<file path="src/rtl/app_reg_bank_if.sv">
// fx bus bundle between the bus decoder (master) and a register bank slave.
// Byte-wide writes and reads with a registered one-cycle read response.
interface app_reg_bank_if;
    logic        fx_wr;
    logic [21:0] fx_waddr;
    logic [7:0]  fx_data;
    logic        fx_rd;
    logic [21:0] fx_raddr;
    logic [7:0]  fx_q;

    modport master (
        output fx_wr, fx_waddr, fx_data, fx_rd, fx_raddr,
        input  fx_q
    );

    modport slave (
        input  fx_wr, fx_waddr, fx_data, fx_rd, fx_raddr,
        output fx_q
    );
endinterface

</file>
<file path="src/rtl/app_reg_bank.sv">
// fx bus register bank: atomic 16-bit config registers, sticky W1C status with
// maskable irq, saturating event counter and tear-free 16-bit snapshot reads.
module app_reg_bank #(
    parameter int                    CFG_NUM  = 4,
    parameter logic [15:0]           CFG_BASE = 16'h0040,
    parameter logic [CFG_NUM*16-1:0] CFG_RST  = {CFG_NUM{16'h0003}},
    parameter int                    STU_W    = 8,
    parameter int                    CNT_W    = 16,
    parameter logic [7:0]            VERSION  = 8'h02
) (
    input  logic                    clk_sys,
    input  logic                    rst,
    input  logic [5:0]              dev_id,
    app_reg_bank_if.slave           fx,
    input  logic [STU_W-1:0]        stu_event,
    output logic [CFG_NUM*16-1:0]   cfg_out,
    output logic [CFG_NUM-1:0]      cfg_upd,
    output logic [STU_W-1:0]        stu_sticky,
    output logic                    irq
);

    localparam int               TAG_W   = $clog2(CFG_NUM + 1);
    localparam logic [TAG_W-1:0] TAG_CNT = TAG_W'(CFG_NUM);
    localparam logic [16:0]      CFG_END = 17'(CFG_BASE) + 17'(2 * CFG_NUM);

    logic [15:0]        cfg_r      [CFG_NUM];
    logic [7:0]         stage_lo_r [CFG_NUM];
    logic [CFG_NUM-1:0] pend_r;
    logic [CFG_NUM-1:0] cfg_upd_r;
    logic [STU_W-1:0]   sticky_r;
    logic [STU_W-1:0]   irq_mask_r;
    logic               irq_r;
    logic [CNT_W-1:0]   cnt_r;
    logic [7:0]         shadow_r;
    logic [TAG_W-1:0]   tag_r;
    logic               tag_vld_r;
    logic [7:0]         fx_q_r;

    logic               wr_acc_s;
    logic               rd_acc_s;
    logic [15:0]        w_off_s;
    logic [15:0]        r_off_s;
    logic [5:0]         w_rel_s;
    logic [5:0]         r_rel_s;
    logic               w_cfg_s;
    logic               r_cfg_s;
    logic [CFG_NUM-1:0] w_sel_s;
    logic [CFG_NUM-1:0] r_sel_s;
    logic [15:0]        r_word_s;
    logic [15:0]        cnt16_s;
    logic [STU_W-1:0]   w1c_s;
    logic               mask_wr_s;
    logic               cnt_clr_s;
    logic               ev_any_s;
    logic               pair_s;
    logic               pair_hi_s;
    logic [15:0]        word_s;
    logic [TAG_W-1:0]   tag_sel_s;
    logic [7:0]         rd_plain_s;
    logic [7:0]         rd_data_s;
    logic               snap_ld_s;
    logic               snap_hit_s;

    // Address select and config-region decode for both bus directions.
    always_comb begin
        wr_acc_s = fx.fx_wr && (fx.fx_waddr[21:16] == dev_id);
        rd_acc_s = fx.fx_rd && (fx.fx_raddr[21:16] == dev_id);
        w_off_s  = fx.fx_waddr[15:0];
        r_off_s  = fx.fx_raddr[15:0];
        w_rel_s  = 6'(w_off_s - CFG_BASE);
        r_rel_s  = 6'(r_off_s - CFG_BASE);
        w_cfg_s  = ({1'b0, w_off_s} >= {1'b0, CFG_BASE}) && ({1'b0, w_off_s} < CFG_END);
        r_cfg_s  = ({1'b0, r_off_s} >= {1'b0, CFG_BASE}) && ({1'b0, r_off_s} < CFG_END);
        w_sel_s  = {CFG_NUM{1'b0}};
        r_sel_s  = {CFG_NUM{1'b0}};
        r_word_s = 16'h0000;
        for (int k = 0; k < CFG_NUM; k++) begin
            w_sel_s[k] = w_cfg_s && (w_rel_s[5:1] == 5'(k));
            r_sel_s[k] = r_cfg_s && (r_rel_s[5:1] == 5'(k));
            r_word_s   = r_word_s | (r_sel_s[k] ? cfg_r[k] : 16'h0000);
        end
    end

    // Control-register write strobes and the combined event flag.
    always_comb begin
        cnt16_s   = 16'(cnt_r);
        ev_any_s  = |stu_event;
        mask_wr_s = wr_acc_s && (w_off_s == 16'h0021);
        cnt_clr_s = wr_acc_s && (w_off_s == 16'h0030);
        if (wr_acc_s && (w_off_s == 16'h0020)) begin
            w1c_s = fx.fx_data[STU_W-1:0];
        end else begin
            w1c_s = {STU_W{1'b0}};
        end
    end

    // Read map; 16-bit pairs (cfg regs and counter) are resolved separately.
    always_comb begin
        pair_s     = 1'b0;
        pair_hi_s  = 1'b0;
        word_s     = 16'h0000;
        tag_sel_s  = {TAG_W{1'b0}};
        rd_plain_s = 8'h00;
        if (r_cfg_s) begin
            pair_s    = 1'b1;
            pair_hi_s = r_rel_s[0];
            word_s    = r_word_s;
            tag_sel_s = TAG_W'(r_rel_s[5:1]);
        end else begin
            case (r_off_s)
                16'h0000: rd_plain_s = {2'b00, dev_id};
                16'h0001: rd_plain_s = VERSION;
                16'h0010: rd_plain_s = 8'(sticky_r);
                16'h0011: rd_plain_s = 8'(stu_event);
                16'h0021: rd_plain_s = 8'(irq_mask_r);
                16'h0030: begin
                    pair_s    = 1'b1;
                    pair_hi_s = 1'b0;
                    word_s    = cnt16_s;
                    tag_sel_s = TAG_CNT;
                end
                16'h0031: begin
                    pair_s    = 1'b1;
                    pair_hi_s = 1'b1;
                    word_s    = cnt16_s;
                    tag_sel_s = TAG_CNT;
                end
                default: rd_plain_s = 8'h00;
            endcase
        end
    end

    // Snapshot: a low-byte read captures the high byte so the pair reads tear-free.
    always_comb begin
        rd_data_s  = rd_plain_s;
        snap_ld_s  = 1'b0;
        snap_hit_s = 1'b0;
        if (pair_s && !pair_hi_s) begin
            rd_data_s = word_s[7:0];
            snap_ld_s = rd_acc_s;
        end else if (pair_s && tag_vld_r && (tag_r == tag_sel_s)) begin
            rd_data_s  = shadow_r;
            snap_hit_s = rd_acc_s;
        end else if (pair_s) begin
            rd_data_s = word_s[15:8];
        end else begin
            rd_data_s = rd_plain_s;
        end
    end

    // Config registers: low byte is staged, high byte commits the pair atomically.
    always_ff @(posedge clk_sys) begin
        if (rst) begin
            for (int k = 0; k < CFG_NUM; k++) begin
                cfg_r[k]      <= CFG_RST[16*k +: 16];
                stage_lo_r[k] <= 8'h00;
            end
            pend_r    <= {CFG_NUM{1'b0}};
            cfg_upd_r <= {CFG_NUM{1'b0}};
        end else begin
            cfg_upd_r <= {CFG_NUM{1'b0}};
            for (int k = 0; k < CFG_NUM; k++) begin
                if (wr_acc_s && w_sel_s[k]) begin
                    if (!w_rel_s[0]) begin
                        stage_lo_r[k] <= fx.fx_data;
                        pend_r[k]     <= 1'b1;
                    end else begin
                        cfg_r[k]     <= {fx.fx_data, pend_r[k] ? stage_lo_r[k] : cfg_r[k][7:0]};
                        pend_r[k]    <= 1'b0;
                        cfg_upd_r[k] <= 1'b1;
                    end
                end
            end
        end
    end

    // Sticky status, interrupt mask and registered interrupt.
    always_ff @(posedge clk_sys) begin
        if (rst) begin
            sticky_r   <= {STU_W{1'b0}};
            irq_mask_r <= {STU_W{1'b0}};
            irq_r      <= 1'b0;
        end else begin
            sticky_r <= (sticky_r & ~w1c_s) | stu_event;
            irq_r    <= |(sticky_r & irq_mask_r);
            if (mask_wr_s) begin
                irq_mask_r <= fx.fx_data[STU_W-1:0];
            end
        end
    end

    // Saturating event counter; a clear coinciding with an event leaves 1.
    always_ff @(posedge clk_sys) begin
        if (rst) begin
            cnt_r <= {CNT_W{1'b0}};
        end else if (cnt_clr_s) begin
            cnt_r <= ev_any_s ? CNT_W'(1) : {CNT_W{1'b0}};
        end else if (ev_any_s && (cnt_r != {CNT_W{1'b1}})) begin
            cnt_r <= cnt_r + CNT_W'(1);
        end
    end

    // Registered read data plus snapshot shadow/tag state.
    always_ff @(posedge clk_sys) begin
        if (rst) begin
            fx_q_r    <= 8'h00;
            shadow_r  <= 8'h00;
            tag_r     <= {TAG_W{1'b0}};
            tag_vld_r <= 1'b0;
        end else begin
            fx_q_r <= rd_acc_s ? rd_data_s : 8'h00;
            if (snap_ld_s) begin
                shadow_r  <= word_s[15:8];
                tag_r     <= tag_sel_s;
                tag_vld_r <= 1'b1;
            end else if (snap_hit_s) begin
                tag_vld_r <= 1'b0;
            end
        end
    end

    // Flatten committed config values onto the output bus.
    always_comb begin
        cfg_out = {CFG_NUM*16{1'b0}};
        for (int k = 0; k < CFG_NUM; k++) begin
            cfg_out[16*k +: 16] = cfg_r[k];
        end
    end

    assign cfg_upd    = cfg_upd_r;
    assign stu_sticky = sticky_r;
    assign irq        = irq_r;
    assign fx.fx_q    = fx_q_r;

endmodule

</file>
<file path="src/flat_wrapper.sv">
// flat-port wrapper written by rule: the top's interface ports become plain ports
module app_reg_bank_flat 
#(
    parameter int                    CFG_NUM  = 4,
    parameter logic [15:0]           CFG_BASE = 16'h0040,
    parameter logic [CFG_NUM*16-1:0] CFG_RST  = {CFG_NUM{16'h0003}},
    parameter int                    STU_W    = 8,
    parameter int                    CNT_W    = 16,
    parameter logic [7:0]            VERSION  = 8'h02
)
  (clk_sys, rst, dev_id, stu_event, cfg_out, cfg_upd, stu_sticky, irq, fx_fx_wr, fx_fx_waddr, fx_fx_data, fx_fx_rd, fx_fx_raddr, fx_fx_q);
  app_reg_bank_if fx_i ();
  input  logic clk_sys;
  input  logic rst;
  input  logic [5:0] dev_id;
  input  logic [STU_W-1:0] stu_event;
  output logic [CFG_NUM*16-1:0] cfg_out;
  output logic [CFG_NUM-1:0] cfg_upd;
  output logic [STU_W-1:0] stu_sticky;
  output logic irq;
  input wire logic [$bits(fx_i.fx_wr)-1:0] fx_fx_wr;
  input wire logic [$bits(fx_i.fx_waddr)-1:0] fx_fx_waddr;
  input wire logic [$bits(fx_i.fx_data)-1:0] fx_fx_data;
  input wire logic [$bits(fx_i.fx_rd)-1:0] fx_fx_rd;
  input wire logic [$bits(fx_i.fx_raddr)-1:0] fx_fx_raddr;
  output wire logic [$bits(fx_i.fx_q)-1:0] fx_fx_q;
  assign fx_i.fx_wr = fx_fx_wr;
  assign fx_i.fx_waddr = fx_fx_waddr;
  assign fx_i.fx_data = fx_fx_data;
  assign fx_i.fx_rd = fx_fx_rd;
  assign fx_i.fx_raddr = fx_fx_raddr;
  assign fx_fx_q = fx_i.fx_q;
  app_reg_bank #(.CFG_NUM(CFG_NUM), .CFG_BASE(CFG_BASE), .CFG_RST(CFG_RST), .STU_W(STU_W), .CNT_W(CNT_W), .VERSION(VERSION)) u_core (.clk_sys(clk_sys), .rst(rst), .dev_id(dev_id), .fx(fx_i), .stu_event(stu_event), .cfg_out(cfg_out), .cfg_upd(cfg_upd), .stu_sticky(stu_sticky), .irq(irq));
endmodule
</file>
<file path="config.mk">
export PLATFORM = sky130hd
export DESIGN_NAME = app_reg_bank_flat
export DESIGN_NICKNAME = d
export VERILOG_FILES = /design/src/rtl/app_reg_bank_if.sv /design/src/rtl/app_reg_bank.sv /design/src/flat_wrapper.sv
export SDC_FILE = /design/constraint.sdc
export NUM_CORES = 1
export LEC_CHECK = 0
export ABC_CLOCK_PERIOD_IN_PS = 4200
export CAP_MARGIN = 30
export CORE_MARGIN = 5
export CORE_UTILIZATION = 35
export CTS_CLUSTER_DIAMETER = 60
export DETAILED_ROUTE_END_ITERATION = 8
export MAX_ROUTING_LAYER = met4
export PLACE_DENSITY_LB_ADDON = 0.15
export SYNTH_ARGS = -nofsm -noshare
export SYNTH_HDL_FRONTEND = slang
export SYNTH_SLANG_ARGS = --single-unit
</file>
<file path="constraint.sdc">
create_clock -name clk_sys -period 4.2 [get_ports clk_sys]
set_input_delay 1.05 -clock clk_sys [delete_from_list [all_inputs] [get_ports clk_sys]]
set_output_delay 1.05 -clock clk_sys [all_outputs]
set_load 0.02 [all_outputs]
</file>
==> run metrics <==
CP Class=in2reg; critical path's top delay family=simple AND/OR/NAND/NOR gates; Detailed Route Iter0 Violations=595; measured slew at the worst slew-check pin=936.9 ps; CTS H-tree lvls=4; worst setup path end=u_core.shadow_r[2]$_SDFFE_PP0P_; CTS tree=built; Root Buffer=clkbuf_16; Final Skew=7.914 ps; Post-DP HPWL=19750 um; post-route ant nets=0; startpoint class of the critical path=primary input; initial antenna violation count=0; Gates resized, CTS repair=0; Mapped Nets=803; fmax=280.8 MHz; Reg-to-Reg End=u_core.cnt16_s[0]$_SDFFE_PP0P_; combinational share of power=0.092; commonest non-fill, non-tap cell in the layout=clkdlybuf4s50_1; clk slew on worst S/H paths=70 ps; DRT Pass-1 Iters=5; crit path cell chain=clkdlybuf4s50_1 -> or4_1 -> or2_1 -> a211o_1 -> buf_4 -> nor2_2 -> nor2_1 -> a211oi_1; Pint=2.731 mW; die extent in y=157.2 um; Die Wd=157.2 um; CTS Buf Count=17; Worst Path Buf+Inv=2; Yosys warning total=0; met2 GRT Util=0.3466; min Tclk post-route=3562 ps; Clock Path Buffers=2; Clock Sinks=157; sequential cell fraction of total power=0.471; Worst path max stage delay=690 ps; worst r2r path cells=6; FILL cells=1954; share of layout cells above drive strength 1=0.09870; Leak Pwr=3.405 nW; hold crit path type=reg2reg; post-layout util=0.4825; Fin. Hold Viols=0; GRT Resource Usage Total=0.2158; crit-path max FO=16; part of the Yosys area used for sequential elements=0.5413; Sw Share=0.2498; grt ovf=0; CORE AREA=0.02115 mm^2; P&R area growth vs syn=34.63%; MaxCap Viol Count=0; crit path DAT=3910 ps; Post-route DRC=0; Hold Path Origin=u_core.shadow_r[3]$_SDFFE_PP0P_; NetSw=0.9093 mW; RR Startpoint=u_core.cnt16_s[0]$_SDFFE_PP0P_; Avg Cell Area, Syn=10.36 um^2; DRT Wirelength=25870 um; first-pass GRT wire length=between 30000 and 40000 um; Clock Latency Late Sink=430 ps; final setup fails=0; Seq cells post-synth=157; slowest cell on the critical path=or4_1; routed via count=6421; Main synth FF type=edfxtp_1; max-slew violation count=0; most frequent cells in the layout=clkdlybuf4s50_1, edfxtp_1, and2_1, dfxtp_1, nor2_1; Synth Instances=732; diode count=0; number of synthesized flops with an enable pin=96; Worst VDD drop=between 0.0002 and 0.0003 V; unrepaired setup endpoints after global routing=no; GPL Wtd Cong=roughly 0.9; Yosys cell types=63; WL per Instance=21.61 um; PortBufs=roughly 150; TNS Setup=0 ps; Die ar.=0.02470 mm^2; critical path capture point type=register; outcome=finished, final reports clean; WP data required=4550 ps; CP startpoint=fx_fx_raddr[11]; clock share of power=0.437; row cnt=between 50 and 60; PwrDens=356.7 mW/mm^2; post-CTS setup buffer count=0; fin nets=980; vias per cell=around 5.4; r2r setup slk=1950 ps; Netlist Area Pre-Place=0.007581 mm^2; largest net degree at the start of global routing=33; GR Layer Usage met1=0.2766; CP Depth=8; Hold Buf Count CTS=0; busiest grt layer=met2; Starting Density=0.3584; slew margin rel.=0.3706; routing usage on met3=0.04509; share of async-settable or async-resettable flops after synthesis=0; number of global-route vias before repair=6276; Final Cycle Share=0.8481; I/O pin count=155
## final cells by class
cell class / instances / area [um^2] / share of cell area
clock buffers: 17 / 425.4 / 0.04168
clock inverters: 15 / 178.9 / 0.01753
inverters: 11 / 41.29 / 0.004046
multi-input cells: 530 / 3286 / 0.3219
flip-flops and latches: 157 / 4104 / 0.4021
well taps: 275 / 344.1 / 0.03371
repair buffers: 192 / 1827 / 0.1790
## cell usage after synthesis, types with 6 or more instances
library cell	count	area, um^2
a221oi_1	8	70.07
dfxtp_1	61	1221
or3_1	8	50.05
nand3_1	39	195.2
a21oi_1	30	150.1
o31ai_1	11	82.58
nor4_1	17	106.4
and3_1	12	75.07
a31oi_1	6	37.54
nor3_1	21	105.1
nand2_1	49	183.9
clkbuf_1	23	86.33
a21o_1	6	45.04
and2_1	95	594.3
xor2_1	6	52.55
o21ai_0	10	50.05
nor2_1	60	225.2
nand2b_1	7	43.79
nand4_1	32	200.2
edfxtp_1	96	2883
mux2i_1	13	130.1
xnor2_1	21	183.9
inv_1	11	41.29
a22oi_1	8	60.06
## power groups by stage
stage               sequential [mW]  clock (mW)  combinational, mW
floorplan                      1.77           0             0.0984
detailed placement             1.75           0              0.336
global route                   1.72        1.68              0.355
CTS                            1.71        1.61              0.337
finish                         1.71        1.59              0.335
global placement               1.75           0              0.335
## sequential cells by signal (all words and copies together) (netlist names)
name and cells:
u_core.cfg_r 64, u_core.stage_lo_r 32, u_core.cnt16_s 16, u_core.fx.fx_q 8
u_core.irq_mask_r 8, u_core.shadow_r 8, u_core.stu_sticky 8, u_core.cfg_upd 4
u_core.pend_r 4, u_core.tag_r 3, u_core.irq 1, u_core.tag_vld_r 1
## metrics by stage
stage	cells	cell area [um^2]	hold WS (ps)	power, mW	setup WS, ps
global placement	1165	9602	450.7	2.082	295.4
floorplan	732	7581	431.9	1.868	683.3
CTS	1197	10210	471.4	3.665	653.8
global route	1197	10210	491.8	3.752	486.7
finish	1197	10210	470.5	3.641	638.1
detailed placement	1165	9602	462.1	2.083	203.9
## worst min path at each step
stage                                           end  cells past startpoint
detailed placement     u_core.fx.fx_q[5]$_SDFF_PP0_                      2
floorplan           u_core.shadow_r[7]$_SDFFE_PP0P_                      2
CTS                    u_core.fx.fx_q[3]$_SDFF_PP0_                      2
finish                 u_core.fx.fx_q[3]$_SDFF_PP0_                      2
global placement    u_core.shadow_r[7]$_SDFFE_PP0P_                      2
global route           u_core.fx.fx_q[4]$_SDFF_PP0_                      2
## cell families after synthesis
logic type                 count (synthesis)  share of synthesized area
buffers and inverters                     45                    0.02608
and+or+nand+nor                          378                     0.2776
adders and majority gates                  1                   0.001650
DFF                                      157                     0.5413
muxes                                     18                    0.02756
AOI/OAI and AO/OA                        106                    0.09457
xor gates and xnor gates                  27                    0.03119
## per-layer routing
metal | vias up | part of all wire
met1 | 3059 | 0.42
met3 | 36 | 0.071
li1 | 3076 | -
met4 | 0 | 0.019
met2 | 250 | 0.49
met5 | - | 0
## worst min-delay path, cell delays in order, from the launching register on
cell and delay [ps]:
dfxtp_1 310, inv_1 50, a221oi_1 70
(Power assumes the default switching activity.)
